==> src/rtl/battle_pkg.sv <==
// Shared definitions for the battle engine turn controller: state and trainer
// encodings plus the clamped HP subtraction used by both attack states.
package battle_pkg;

   localparam logic [2:0] ST_LOAD_PM   = 3'd0;
   localparam logic [2:0] ST_P_ATTACK  = 3'd1;
   localparam logic [2:0] ST_LOAD_AM   = 3'd2;
   localparam logic [2:0] ST_AI_ATTACK = 3'd3;
   localparam logic [2:0] ST_A_FAINT   = 3'd4;
   localparam logic [2:0] ST_P_FAINT   = 3'd5;
   localparam logic [2:0] ST_VICTORY   = 3'd6;
   localparam logic [2:0] ST_LOSS      = 3'd7;

   typedef enum logic [2:0] {
      LOAD_PM   = ST_LOAD_PM,
      P_ATTACK  = ST_P_ATTACK,
      LOAD_AM   = ST_LOAD_AM,
      AI_ATTACK = ST_AI_ATTACK,
      A_FAINT   = ST_A_FAINT,
      P_FAINT   = ST_P_FAINT,
      VICTORY   = ST_VICTORY,
      LOSS      = ST_LOSS
   } state_t;

   localparam logic PLAYER = 1'b0;
   localparam logic AI     = 1'b1;

   // Operands are zero-extended to 32 bits so a damage value wider than HP
   // is compared at full width; the result never exceeds hp.
   function automatic logic [31:0] sat_sub(input logic [31:0] hp, input logic [31:0] dmg);
      return (dmg >= hp) ? 32'd0 : (hp - dmg);
   endfunction

endpackage

==> src/rtl/battle_party.sv <==
// HP storage and active-member index for one side of the battle.
module battle_party
   import battle_pkg::*;
#(
   parameter int HP_W   = 8,
   parameter int PARTY  = 3,
   parameter int MAX_HP = 100,
   parameter int IDX_W  = 2
) (
   input  logic              clk_i,
   input  logic              rst_ni,
   input  logic              dmg_we_i,
   input  logic [HP_W-1:0]   dmg_res_i,
   input  logic              next_i,
   input  logic              refill_i,
   output logic [IDX_W-1:0]  idx_o,
   output logic [HP_W-1:0]   hp_active_o,
   output logic              fainted_all_o
);

   localparam logic [IDX_W-1:0] LAST_IDX = IDX_W'(PARTY - 1);

   logic [HP_W-1:0]  hp_q [PARTY];
   logic [IDX_W-1:0] idx_q;
   logic             all_zero;

   always_ff @(posedge clk_i or negedge rst_ni) begin
      if (!rst_ni) begin
         for (int i = 0; i < PARTY; i++) hp_q[i] <= HP_W'(MAX_HP);
         idx_q <= '0;
      end else if (refill_i) begin
         for (int i = 0; i < PARTY; i++) hp_q[i] <= HP_W'(MAX_HP);
         idx_q <= '0;
      end else begin
         if (dmg_we_i) hp_q[idx_q] <= dmg_res_i;
         // The last member never advances, which also pins a single-member party at 0.
         if (next_i && (idx_q != LAST_IDX)) idx_q <= idx_q + IDX_W'(1);
      end
   end

   always_comb begin
      all_zero = 1'b1;
      for (int i = 0; i < PARTY; i++) begin
         if (hp_q[i] != '0) all_zero = 1'b0;
      end
   end

   assign idx_o         = idx_q;
   assign hp_active_o   = hp_q[idx_q];
   assign fainted_all_o = all_zero;

endmodule

==> src/rtl/battle_turn_ctrl.sv <==
// Turn controller: alternates player/AI moves, applies clamped damage to the
// opposing active Pokemon, switches on faint and declares the battle result.
module battle_turn_ctrl
   import battle_pkg::*;
#(
   parameter int HP_W   = 8,
   parameter int DMG_W  = 8,
   parameter int PARTY  = 3,
   parameter int MAX_HP = 100,
   localparam int IDX_W = (PARTY > 1) ? $clog2(PARTY) : 1
) (
   input  logic             clk,
   input  logic             reset_n,
   input  logic             go,
   input  logic             new_battle,
   input  logic [DMG_W-1:0] move_dmg,
   output logic [2:0]       state,
   output logic             active_trainer,
   output logic             apply_damage,
   output logic [IDX_W-1:0] p_idx,
   output logic [IDX_W-1:0] a_idx,
   output logic [HP_W-1:0]  p_hp,
   output logic [HP_W-1:0]  a_hp,
   output logic [7:0]       turn_count,
   output logic             victory,
   output logic             loss
);

   state_t           state_q, state_d;
   logic [DMG_W-1:0] dmg_q, dmg_d;
   logic [7:0]       turn_q, turn_d;
   logic             apply_q, trainer_q, victory_q, loss_q;

   logic [HP_W-1:0]  target_hp, res;
   logic             p_we, a_we, p_next, a_next, refill;
   logic             p_all, a_all;

   assign target_hp = (state_q == AI_ATTACK) ? p_hp : a_hp;
   assign res       = HP_W'(sat_sub(32'(target_hp), 32'(dmg_q)));

   battle_party #(.HP_W(HP_W), .PARTY(PARTY), .MAX_HP(MAX_HP), .IDX_W(IDX_W)) u_player (
      .clk_i         (clk),
      .rst_ni        (reset_n),
      .dmg_we_i      (p_we),
      .dmg_res_i     (res),
      .next_i        (p_next),
      .refill_i      (refill),
      .idx_o         (p_idx),
      .hp_active_o   (p_hp),
      .fainted_all_o (p_all)
   );

   battle_party #(.HP_W(HP_W), .PARTY(PARTY), .MAX_HP(MAX_HP), .IDX_W(IDX_W)) u_ai (
      .clk_i         (clk),
      .rst_ni        (reset_n),
      .dmg_we_i      (a_we),
      .dmg_res_i     (res),
      .next_i        (a_next),
      .refill_i      (refill),
      .idx_o         (a_idx),
      .hp_active_o   (a_hp),
      .fainted_all_o (a_all)
   );

   always_comb begin
      state_d = state_q;
      dmg_d   = dmg_q;
      turn_d  = turn_q;
      p_we    = 1'b0;
      a_we    = 1'b0;
      p_next  = 1'b0;
      a_next  = 1'b0;
      refill  = 1'b0;
      if (new_battle) begin
         state_d = LOAD_PM;
         turn_d  = '0;
         refill  = 1'b1;
      end else begin
         case (state_q)
            LOAD_PM: if (go) begin
               dmg_d   = move_dmg;
               state_d = P_ATTACK;
            end
            P_ATTACK: begin
               a_we    = 1'b1;
               state_d = (res == '0) ? A_FAINT : LOAD_AM;
            end
            LOAD_AM: if (go) begin
               dmg_d   = move_dmg;
               state_d = AI_ATTACK;
            end
            AI_ATTACK: begin
               p_we    = 1'b1;
               turn_d  = (turn_q == 8'hFF) ? turn_q : turn_q + 8'd1;
               state_d = (res == '0) ? P_FAINT : LOAD_PM;
            end
            // Switches only happen on a faint, so every earlier slot is already at 0.
            A_FAINT: begin
               if (a_all) state_d = VICTORY;
               else begin
                  a_next  = 1'b1;
                  state_d = LOAD_AM;
               end
            end
            P_FAINT: begin
               if (p_all) state_d = LOSS;
               else begin
                  p_next  = 1'b1;
                  state_d = LOAD_PM;
               end
            end
            default: state_d = state_q;
         endcase
      end
   end

   always_ff @(posedge clk or negedge reset_n) begin
      if (!reset_n) begin
         state_q   <= LOAD_PM;
         dmg_q     <= '0;
         turn_q    <= '0;
         apply_q   <= 1'b0;
         trainer_q <= PLAYER;
         victory_q <= 1'b0;
         loss_q    <= 1'b0;
      end else begin
         state_q   <= state_d;
         dmg_q     <= dmg_d;
         turn_q    <= turn_d;
         apply_q   <= (state_d == P_ATTACK) || (state_d == AI_ATTACK);
         trainer_q <= ((state_d == LOAD_AM) || (state_d == AI_ATTACK)) ? AI : PLAYER;
         victory_q <= (state_d == VICTORY);
         loss_q    <= (state_d == LOSS);
      end
   end

   assign state          = state_q;
   assign active_trainer = trainer_q;
   assign apply_damage   = apply_q;
   assign turn_count     = turn_q;
   assign victory        = victory_q;
   assign loss           = loss_q;

endmodule

==> config.mk <==
export PLATFORM = sky130hd
export DESIGN_NAME = battle_turn_ctrl
export DESIGN_NICKNAME = d
export VERILOG_FILES = /design/src/rtl/battle_pkg.sv /design/src/rtl/battle_party.sv /design/src/rtl/battle_turn_ctrl.sv
export SDC_FILE = /design/constraint.sdc
export NUM_CORES = 1
export LEC_CHECK = 0
export ABC_AREA = 1
export CAP_MARGIN = 5
export CORE_MARGIN = 2
export CORE_UTILIZATION = 44
export DETAILED_ROUTE_END_ITERATION = 8
export GPL_TIMING_DRIVEN = 1
export SLEW_MARGIN = 20
export SYNTH_ARGS = -nofsm -noshare
export SYNTH_HDL_FRONTEND = slang
export SYNTH_SLANG_ARGS = --single-unit
export TNS_END_PERCENT = 1
==> constraint.sdc <==
create_clock -name clk -period 7 [get_ports clk]
set_input_delay 1.4 -clock clk [delete_from_list [all_inputs] [get_ports clk]]
set_output_delay 1.4 -clock clk [all_outputs]
set_load 0.05 [all_outputs]
Yosys cells after proc, flatten, opt, wreduce, memory -nomap -nowiden:

Cells that the tools add are included.
W data, S select, Z words.

* output and inout bits: 35
* logic and storage cells: 114
* input bits: 12
* register bits: 75

* eq/ne operators: 14
* bitwise gates (word level): 3
* $add $sub $neg: 4
* $lt $le $gt $ge: 5
* reductions and logical operators: 22
* mux-type cells: 51

Operators by type and width (count)
* $mux W24: 4
* $mux W8: 11
* $bwmux W24: 2
* $reduce_bool A8 Y1: 6
* $bmux W8 S2: 2
* $demux W8 S2: 2
* $mux W3: 7
* $mux W1: 18
* $pmux W3 S6: 1
* $eq A3 B2 Y1 const B: 4
* $eq A3 B3 Y1 const B: 4
* $reduce_bool A2 Y1: 5
* $add A8 B1 Y8 const B: 1
* $eq A8 B8 Y1 const B: 1
* $ge A8 B8 Y1: 1
* $logic_not A8 Y1: 1
* $mux W2: 4
* $sub A8 B8 Y8: 1
* $eq A3 B1 Y1 const B: 2
* $ge A3 B3 Y1 const B: 2
* $lt A3 B1 Y1 const B: 2
* $ne A2 B2 Y1 const B: 3
* $not A2 Y3: 2
* $add A2 B1 Y2 const B: 2
* other kinds (7): 11

Depth between registers and ports, before layout:

Gate-level depths: netlist of run 1.

* word-level depth: 14
* mapped depth: 23
* depth with buffers taken out: 22

By module:

From an unflattened synthesis of run 1, not the netlist that was laid out.

* cells, all modules: 574
* area, all modules: 4430.5 um2

Modules (own cells, without submodules)
* battle_turn_ctrl: sequential area each 575.6 um2, instances 1, area an instance 1841.8 um2, cells an instance 265
* battle_party at u_ai: sequential area each 661.9 um2, instances 1, area an instance 1297.5 um2, cells an instance 155
* battle_party at u_player: sequential area each 661.9 um2, instances 1, area an instance 1291.2 um2, cells an instance 154

Worst setup path before layout of run 1:

No wires, ideal clock.

* path type: register to register
* start: register u_ai.idx_q[1] (netlist: u_ai.idx_o[1])
* end: register loss_q (netlist: loss)
* arrival time: 4149 ps
* setup slack: 2779 ps
* path buffers: 1
* library setup time: 71 ps
* stages on the path, launching flop included: 22
* data required time: 6929 ps
* clock period less this slack: 4221 ps
* cell sequence: dfrtp_1 > clkbuf_1 > inv_1 > nor2_1 > inv_1 > o21ai_0 > mux2i_1 > ha_1 > inv_1 > fa_1 > nand2_1 > nand2_1 > nand3_2 > nand2_4 > nand3_1 > nand2_2 > nor2_4 > nand3_2 > nand2_1 > nand2_2 > nand3_2 > nor2_1

* longest elaborated chain between the ends: 12
* elaborated cells on any way between the ends: 14
* classes of those cells: add/sub: 1; order compare: 1; eq/ne: 1; mux: 9; bitwise: 1; reduce/logical: 1

Ends and longest elaborated chain
* start: declaration: RTL line battle_party.sv:24 `logic [IDX_W-1:0] idx_q;`
* start signal: assignment: RTL line battle_party.sv:37 `if (next_i && (idx_q != LAST_IDX)) idx_q <= idx_q + IDX_W'(1);`
* $not A2 Y3 (not written as such) (*): RTL line battle_party.sv:49 `assign hp_active_o = hp_q[idx_q];`
* $bmux W8 S2 (*): RTL line battle_party.sv:49
* $mux W8 (not written as such) (*) (2 in series): RTL line battle_party.sv:49
* via a_hp[0]: RTL line battle_turn_ctrl.sv:23 `output logic [HP_W-1:0] a_hp,`
* $mux W8 (*): RTL line battle_turn_ctrl.sv:38 `assign target_hp = (state_q == AI_ATTACK) ? p_hp : a_hp;`
* $sub A8 B8 Y8 or $ge A8 B8 Y1 (tied branches): RTL line battle_pkg.sv:31 `return (dmg >= hp) ? 32'd0 : (hp - dmg);`
* $mux W8 (*): RTL line battle_pkg.sv:31
* $logic_not A8 Y1 (*): RTL line battle_turn_ctrl.sv:86, battle_turn_ctrl.sv:95
* $mux W3, on equally long branches: RTL line battle_turn_ctrl.sv:95, battle_turn_ctrl.sv:86
* $pmux W3 S6 (*): RTL line battle_turn_ctrl.sv:79 `case (state_q)`
* $mux W3 (*): RTL line battle_turn_ctrl.sv:74 `if (new_battle) begin`
* $eq A3 B3 Y1 (*): RTL line battle_turn_ctrl.sv:133 `loss_q <= (state_d == LOSS);`
* end signal: assignment: RTL line battle_turn_ctrl.sv:133
* end: declaration: RTL line battle_turn_ctrl.sv:32 `logic apply_q, trainer_q, victory_q, loss_q;`

The timed path passes the listed nets; every way through them passes the cells marked *. The select of a mux whose other input is x is not followed.
A chain may end at the register's enable or synchronous reset.

Worst setup path after layout of run 1:

* start: register u_player.idx_q[0] (netlist: u_player.idx_o[0])
* end: output p_hp[0]

* longest elaborated chain between the ends: 4

Ends and longest elaborated chain
* start: declaration: RTL line battle_party.sv:24
* start signal: assignment: RTL line battle_party.sv:37
* $not A2 Y3 (not written as such): RTL line battle_party.sv:49
* $bmux W8 S2: RTL line battle_party.sv:49
* $mux W8 (not written as such) (2 in series): RTL line battle_party.sv:49
* end: declaration: RTL line battle_turn_ctrl.sv:22 `output logic [HP_W-1:0] p_hp,`

No other way between the ends. The select of a mux whose other input is x is not followed.

==> flow_summary.yaml, run 1 <==
synth:
  synthDistinctLibCells: 39
  synth_edf_count: 0
  yosys.area.top_type_share_pct: 32.8
  synth_area_leader_cell: "dfrtp_1"
  seq_area_frac_synth_pct: 43.6
  syn_nets: 571
  synth_area_mm2: 0.00435
  synthTopCellsByCount: "inv_1 (120), nand2_1 (75), dfrtp_1 (57)"
  synth_area_leaders: "dfrtp_1 (33%), dfstp_2 (11%), inv_1 (10%), nand2_1 (6.5%), o21ai_0 (5.9%)"
  syn_area_per_cell_um2: 8.03
  ys_ff_latch: 75
  async_reset_ff_share_pct: 100
  syn-instance-count: 542
  synth_most_common_cell: "inv_1"
  ys.flop_type: "dfrtp_1"
  yosysWarnings: 0
setup_path:
  crit_path_max_fanout: 21
  r2r_start: "u_player.idx_o[0]"
  startpoint_type: "register"
  cpPeakStageDelay_ns: 0.89
  arrival_ns: 2.88
  end_kind: "output port"
  crit_required_ns: 5.60
  crit_start: "u_player.idx_o[0]"
  r2r_setup_slack_ns: 3.14
  cpLargestDelayFamily: "buffers and inverters"
  cp_slowest_cell: "clkdlybuf4s50_1"
  crit_buf_inv: 2
  path_cells: "inv_1 -> nand2_1 -> o21ai_0 -> clkdlybuf4s50_1"
  crit_type: "register to output port"
sta:
  relSlewSlack_pct: 34.9
  skew_ns: 0.00874
  post-route-min-period_ns: 4.28
  timing.final.crit_share_pct: 61.2
  setup_viol: 0
  setup_tns_ns: 0
  fmax_ghz: 0.233
  hold_viol: 0
  rsz0062_at_grt: "false"
  tightest_slew_ns: 0.977
  final-max-slew-violation-count: 0
route:
  drtAntennaViolNets: 0
  vias: 3796
  initialDrtViolationCount: 299
  wl_per_cell_um: 15.8
  viasPerCell: 5.22
  wirelength_um: 11500
  drt_first_pass_iters: 5
  route.detailed.drc: 0
grt:
  grt_pass1_vias: 3645
  grt_max_degree: 76
  antenna_found_initial: 0
  grt_pass1_wl_um: 18400
  grt-ovfl-total: 0
  grt.total_usage_pct: 22.6
layout:
  antenna_cells: 0
  stdcell_area_mm2: 0.00512
  syn_to_final_growth_pct: 17.7
  drive_gt1_share_pct: 11.8
  nets: 618
cts:
  cts_resized: 0
  numClockSinks: 75
  root_buffer: "clkbuf_8"
  cts_made_buffers: 9
  clock_latency_ns: 0.35
  post_cts.repair.setup_buffers: 0
  clk_pin_slew_ns: 0.08
  clockBufferDepth: 2
  tritoncts: "done"
  h-tree-depth: 3
  holdBufCountCts: 0
power_and_ir_drop:
  powerDensity_mw_per_mm2: 339
  leakage_nw: 2.44
  peakVddDrop_mv: 0.185
die:
  row_count: 36
  fp.dieArea_mm2: 0.0107
  dieHeight_um: 103
  start_util_pct: 44.9
  ios: 47
  fp.dieW_um: 103
  core_area_mm2: 0.00968
hold_path:
  hp-class: "register to register"
  hp-start: "u_player.hp_q[10]"
place:
  dp_hpwl_um: 8570
  port_buffers: 46
  place_area_mm2: 0.00493
  finalWeightedCongestion: 0.947
run_status:
  status: "complete, no violations"
run:
  drv_cap: 0
-- cells by family after synthesis --
| family | Yosys count | share of synthesized area, % |
|---|---|---|
| adder cells (fa/ha/maj) | 17 | 5.06 |
| flip-flops | 75 | 43.6 |
| multiplexers | 1 | 0.230 |
| AO/OA/AOI/OAI | 136 | 18.5 |
| buffers and inverters | 138 | 12.2 |
| AND/OR/NAND/NOR | 175 | 20.4 |
-- cells in the final DEF, fill, tap and decap left out, types with 2 or more instances in the layout --
cell type / count
nor2_2: 2
nand2_1: 75
nand4_2: 2
nand4_1: 15
clkinv_2: 3
clkbuf_8: 9
a21oi_2: 2
nor2_4: 3
nor2_1: 36
a21oi_1: 24
o21a_1: 9
nor3_1: 3
inv_1: 120
clkinvlp_4: 2
ha_1: 16
nand2_2: 7
nand3_2: 4
o22ai_1: 30
clkdlybuf4s50_1: 45
a22oi_1: 18
nand3_1: 19
inv_2: 6
dfstp_2: 18
nor4_1: 2
dfrtp_1: 57
o21ai_0: 51
-- metal layers --
layer	up-vias	part of all wire, %	GRT usage [%]
met3	18	5.7	4.50
met4	0	1.6	6.78
li1	1868	-	-
met1	1803	45	31.3
met2	107	47	36.1
met5	-	0	0
-- final cells by class --
class                      instances  area (um^2)
clock buffer                       9          124
clock inverter                     7         68.8
fill                             911         4560
inverter                         128          483
multi-input combinational        329         1920
sequential                        75         1900
tap                              133          166
timing repair buffer              46          458
-- worst min-delay path, cell delays in order (launching register included) --
cell	delay (ns)
dfstp_2	0.37
inv_1	0.06
a22oi_1	0.08
-- registers in the layout, indices dropped and copies added (netlist names) --
signal and cells:
u_ai.hp_q 24, u_player.hp_q 24, dmg_q 8, turn_count 8
state 3, u_ai.idx_o 2, u_player.idx_o 2, active_trainer 1
apply_damage 1, loss 1, victory 1
-- power by group --
group / internal (mW) / switching [mW]
clock: 0.163 / 0.168
combinational: 0.257 / 0.624
sequential: 0.496 / 0.0284
total: 0.916 / 0.821
-- metrics by stage --
| stage | hold slack [ns] | total power [mW] | util (%) | cells | setup WS [ns] |
|---|---|---|---|---|---|
| 2_1_floorplan | 0.455 | 1.15 | - | 542 | 2.78 |
| 3_3_place_gp | 0.497 | 1.40 | 50.9 | 711 | 3.04 |
| 3_5_place_dp | 0.500 | 1.40 | 50.9 | 711 | 3.12 |
| 4_1_cts | 0.513 | 1.74 | 52.9 | 727 | 2.72 |
| 5_1_grt | 0.547 | 1.85 | 52.9 | 727 | 2.57 |
| 6_report | 0.512 | 1.74 | 52.9 | 727 | 2.72 |
-- path summary, 6_finish.rpt --
path | to | cells after the start
max | p_hp[0] | 4
min | u_player.hp_q[10] | 2
max reg2reg | loss | 19
min reg2reg | u_player.hp_q[10] | 2
max in group asynchronous | u_ai.hp_q[15] | 1
min in group asynchronous | dmg_q[7] | 1
Note: power is estimated with default switching activity, not from simulation.
==> run 2, diff against run 1 <==
Settings changed: PLACE_DENSITY from default to 0.67.
Clock period 7 ns to 3.9 ns, I/O delays scaled along.
==> flow_summary.yaml, run 2 (same netlist as run 1, synthesis figures left out) <==
grt:
  met1_usage_pct: 31.2
  grt_max_degree: 36
  antenna_found_initial: 0
  use_met3_pct: 3.23
  grtUsageMet2_pct: 36.3
  grt_pass1_vias: 3681
  top_usage_layer: "met2"
  grt_pass1_wl_um: 18100
  grt-ovfl-total: 0
  grt.total_usage_pct: 22.7
route:
  drt_first_pass_iters: 5
  wl_per_cell_um: 15.5
  route.detailed.drc: 0
  viasPerCell: 5.24
  vias: 3837
  drtAntennaViolNets: 0
  initialDrtViolationCount: 210
  wirelength_um: 11400
sta:
  setup_viol: 0
  final-max-slew-violation-count: 0
  setup_tns_ns: 0
  fmax_ghz: 0.275
  post-route-min-period_ns: 3.63
  tightest_slew_ns: 0.825
  timing.final.crit_share_pct: 93.2
  relSlewSlack_pct: 45.0
  hold_viol: 0
  skew_ns: 0.0137
  rsz0062_at_grt: "false"
layout:
  n_fill_cell: 913
  reg.largest.list: "u_ai.hp_q (24), u_player.hp_q (24)"
  drive_gt1_share_pct: 12.5
  syn_to_final_growth_pct: 19.4
  final_common_cell: "inv_1"
  stdcell_area_mm2: 0.00520
  layout_common_cells: "inv_1 (120), nand2_1 (75), dfrtp_1 (57), clkdlybuf4s50_1 (45), o21ai_0 (42)"
  nets: 623
  seqCellArea_mm2: 0.00190
  antenna_cells: 0
  multi_input_area_mm2: 0.00192
cts:
  root_buffer: "clkbuf_8"
  tritoncts: "done"
  numClockSinks: 75
  h-tree-depth: 3
  cts_resized: 0
  clockBufferDepth: 2
  clock_latency_ns: 0.36
  holdBufCountCts: 0
  clk_pin_slew_ns: 0.09
  cts_made_buffers: 9
  post_cts.repair.setup_buffers: 0
setup_path:
  crit_path_max_fanout: 21
  endpoint: "loss"
  r2r-end: "loss"
  arrival_ns: 3.93
  r2r_setup_slack_ns: 0.27
  crit_start: "u_player.idx_o[0]"
  startpoint_type: "register"
  ff2ff_path_depth: 19
  crit_type: "register to register"
  r2r_start: "u_player.idx_o[0]"
  end_kind: "register"
  crit_required_ns: 4.19
die:
  fp.dieW_um: 103
  dieHeight_um: 103
  start_util_pct: 44.9
  core_area_mm2: 0.00968
  row_count: 36
  ios: 47
  fp.dieArea_mm2: 0.0107
place:
  port_buffers: 46
  finalWeightedCongestion: 0.945
  place_area_mm2: 0.00496
  dp_hpwl_um: 8650
run:
  drv_cap: 0
power_and_ir_drop:
  peakVddDrop_mv: 0.274
  powerDensity_mw_per_mm2: 625
  pwr-share-clk_pct: 21.4
  leakage_nw: 2.48
  swShare_pct: 45.9
  power_frac_seq_pct: 29.0
  switchingPower_mw: 1.49
  p_int_mw: 1.76
  power_frac_comb_pct: 49.7
hold_path:
  hp-class: "input port to asynchronous set/reset pin"
run_status:
  status: "complete, no violations"
==> run 2: cell count changes in the layout (fill, tap and decap cells not counted), sizes merged <==
cell      previous run  this run
bufinv               1         2
buf                  1         6
clkinvlp             2         1
clkbuf               9        10
clkinv               5         1
inv                127       130
==> run 2: worst max-delay path, cell delays in order, from the launching register on <==
cell and delay (ns):
dfrtp_1 0.40, inv_1 0.43, nand2_1 0.33, o21ai_1 0.37
mux2i_1 0.15, ha_1 0.20, inv_1 0.10, fa_1 0.19
nand2_1 0.09, nand2_1 0.16, nand3_2 0.11, nand2_4 0.11
nand3b_1 0.31, nand2_2 0.18, nor2_4 0.06, nand3_2 0.07
nand2_1 0.06, nand2_2 0.08, nand3_2 0.06, nor2_1 0.12
==> run 2: how the worst min path moves through the flow <==
stage          depth (start not counted)           from  slack [ns]            end
3_5_place_dp                           2  u_ai.hp_q[13]        0.51  u_ai.hp_q[13]
5_1_grt                                1  turn_count[7]        0.54  turn_count[7]
4_1_cts                                2  u_ai.hp_q[13]        0.52  u_ai.hp_q[13]
2_1_floorplan                          2       dmg_q[0]        0.46       dmg_q[0]
3_3_place_gp                           1  turn_count[7]        0.50  turn_count[7]
6_report                               1        reset_n        0.51       dmg_q[7]
==> run 2: power groups by stage <==
stage          Clock [mW]  Combinational (mW)  Sequential, mW
6_report            0.695                1.61           0.941
2_1_floorplan           0                1.06            1.00
3_3_place_gp            0                1.58           0.953
5_1_grt             0.746                1.77           0.954
4_1_cts             0.711                1.61           0.942
3_5_place_dp            0                1.60           0.956
==> run 2: area by class of cell <==
type	count	area share (%)
Tap cell	133	3.20
Multi-Input combinational cell	329	37.0
Clock buffer	10	2.65
Clock inverter	6	1.81
Sequential cell	75	36.6
Timing Repair Buffer	51	9.49
Inverter	128	9.29
==> run 2: through the flow <==
step                      setup slack [ns]  total power [mW]  hold slack, ns  util, %  std cells
final                                0.266              3.25           0.514     53.7        732
after global placement               0.411              2.53           0.499     51.3        716
after global routing                0.0642              3.47           0.536     53.7        732
after floorplan                      0.117              2.06           0.455        -        542
after detailed placement             0.357              2.55           0.506     51.3        716
after CTS                            0.332              3.26           0.518     53.7        732
==> run 2: per-layer routing <==
layer | part of all wire, % | wire length [um]
met1 | 45 | 5130
met2 | 48 | 5460
met3 | 4.7 | 532
met4 | 2.1 | 239
met5 | 0 | 0
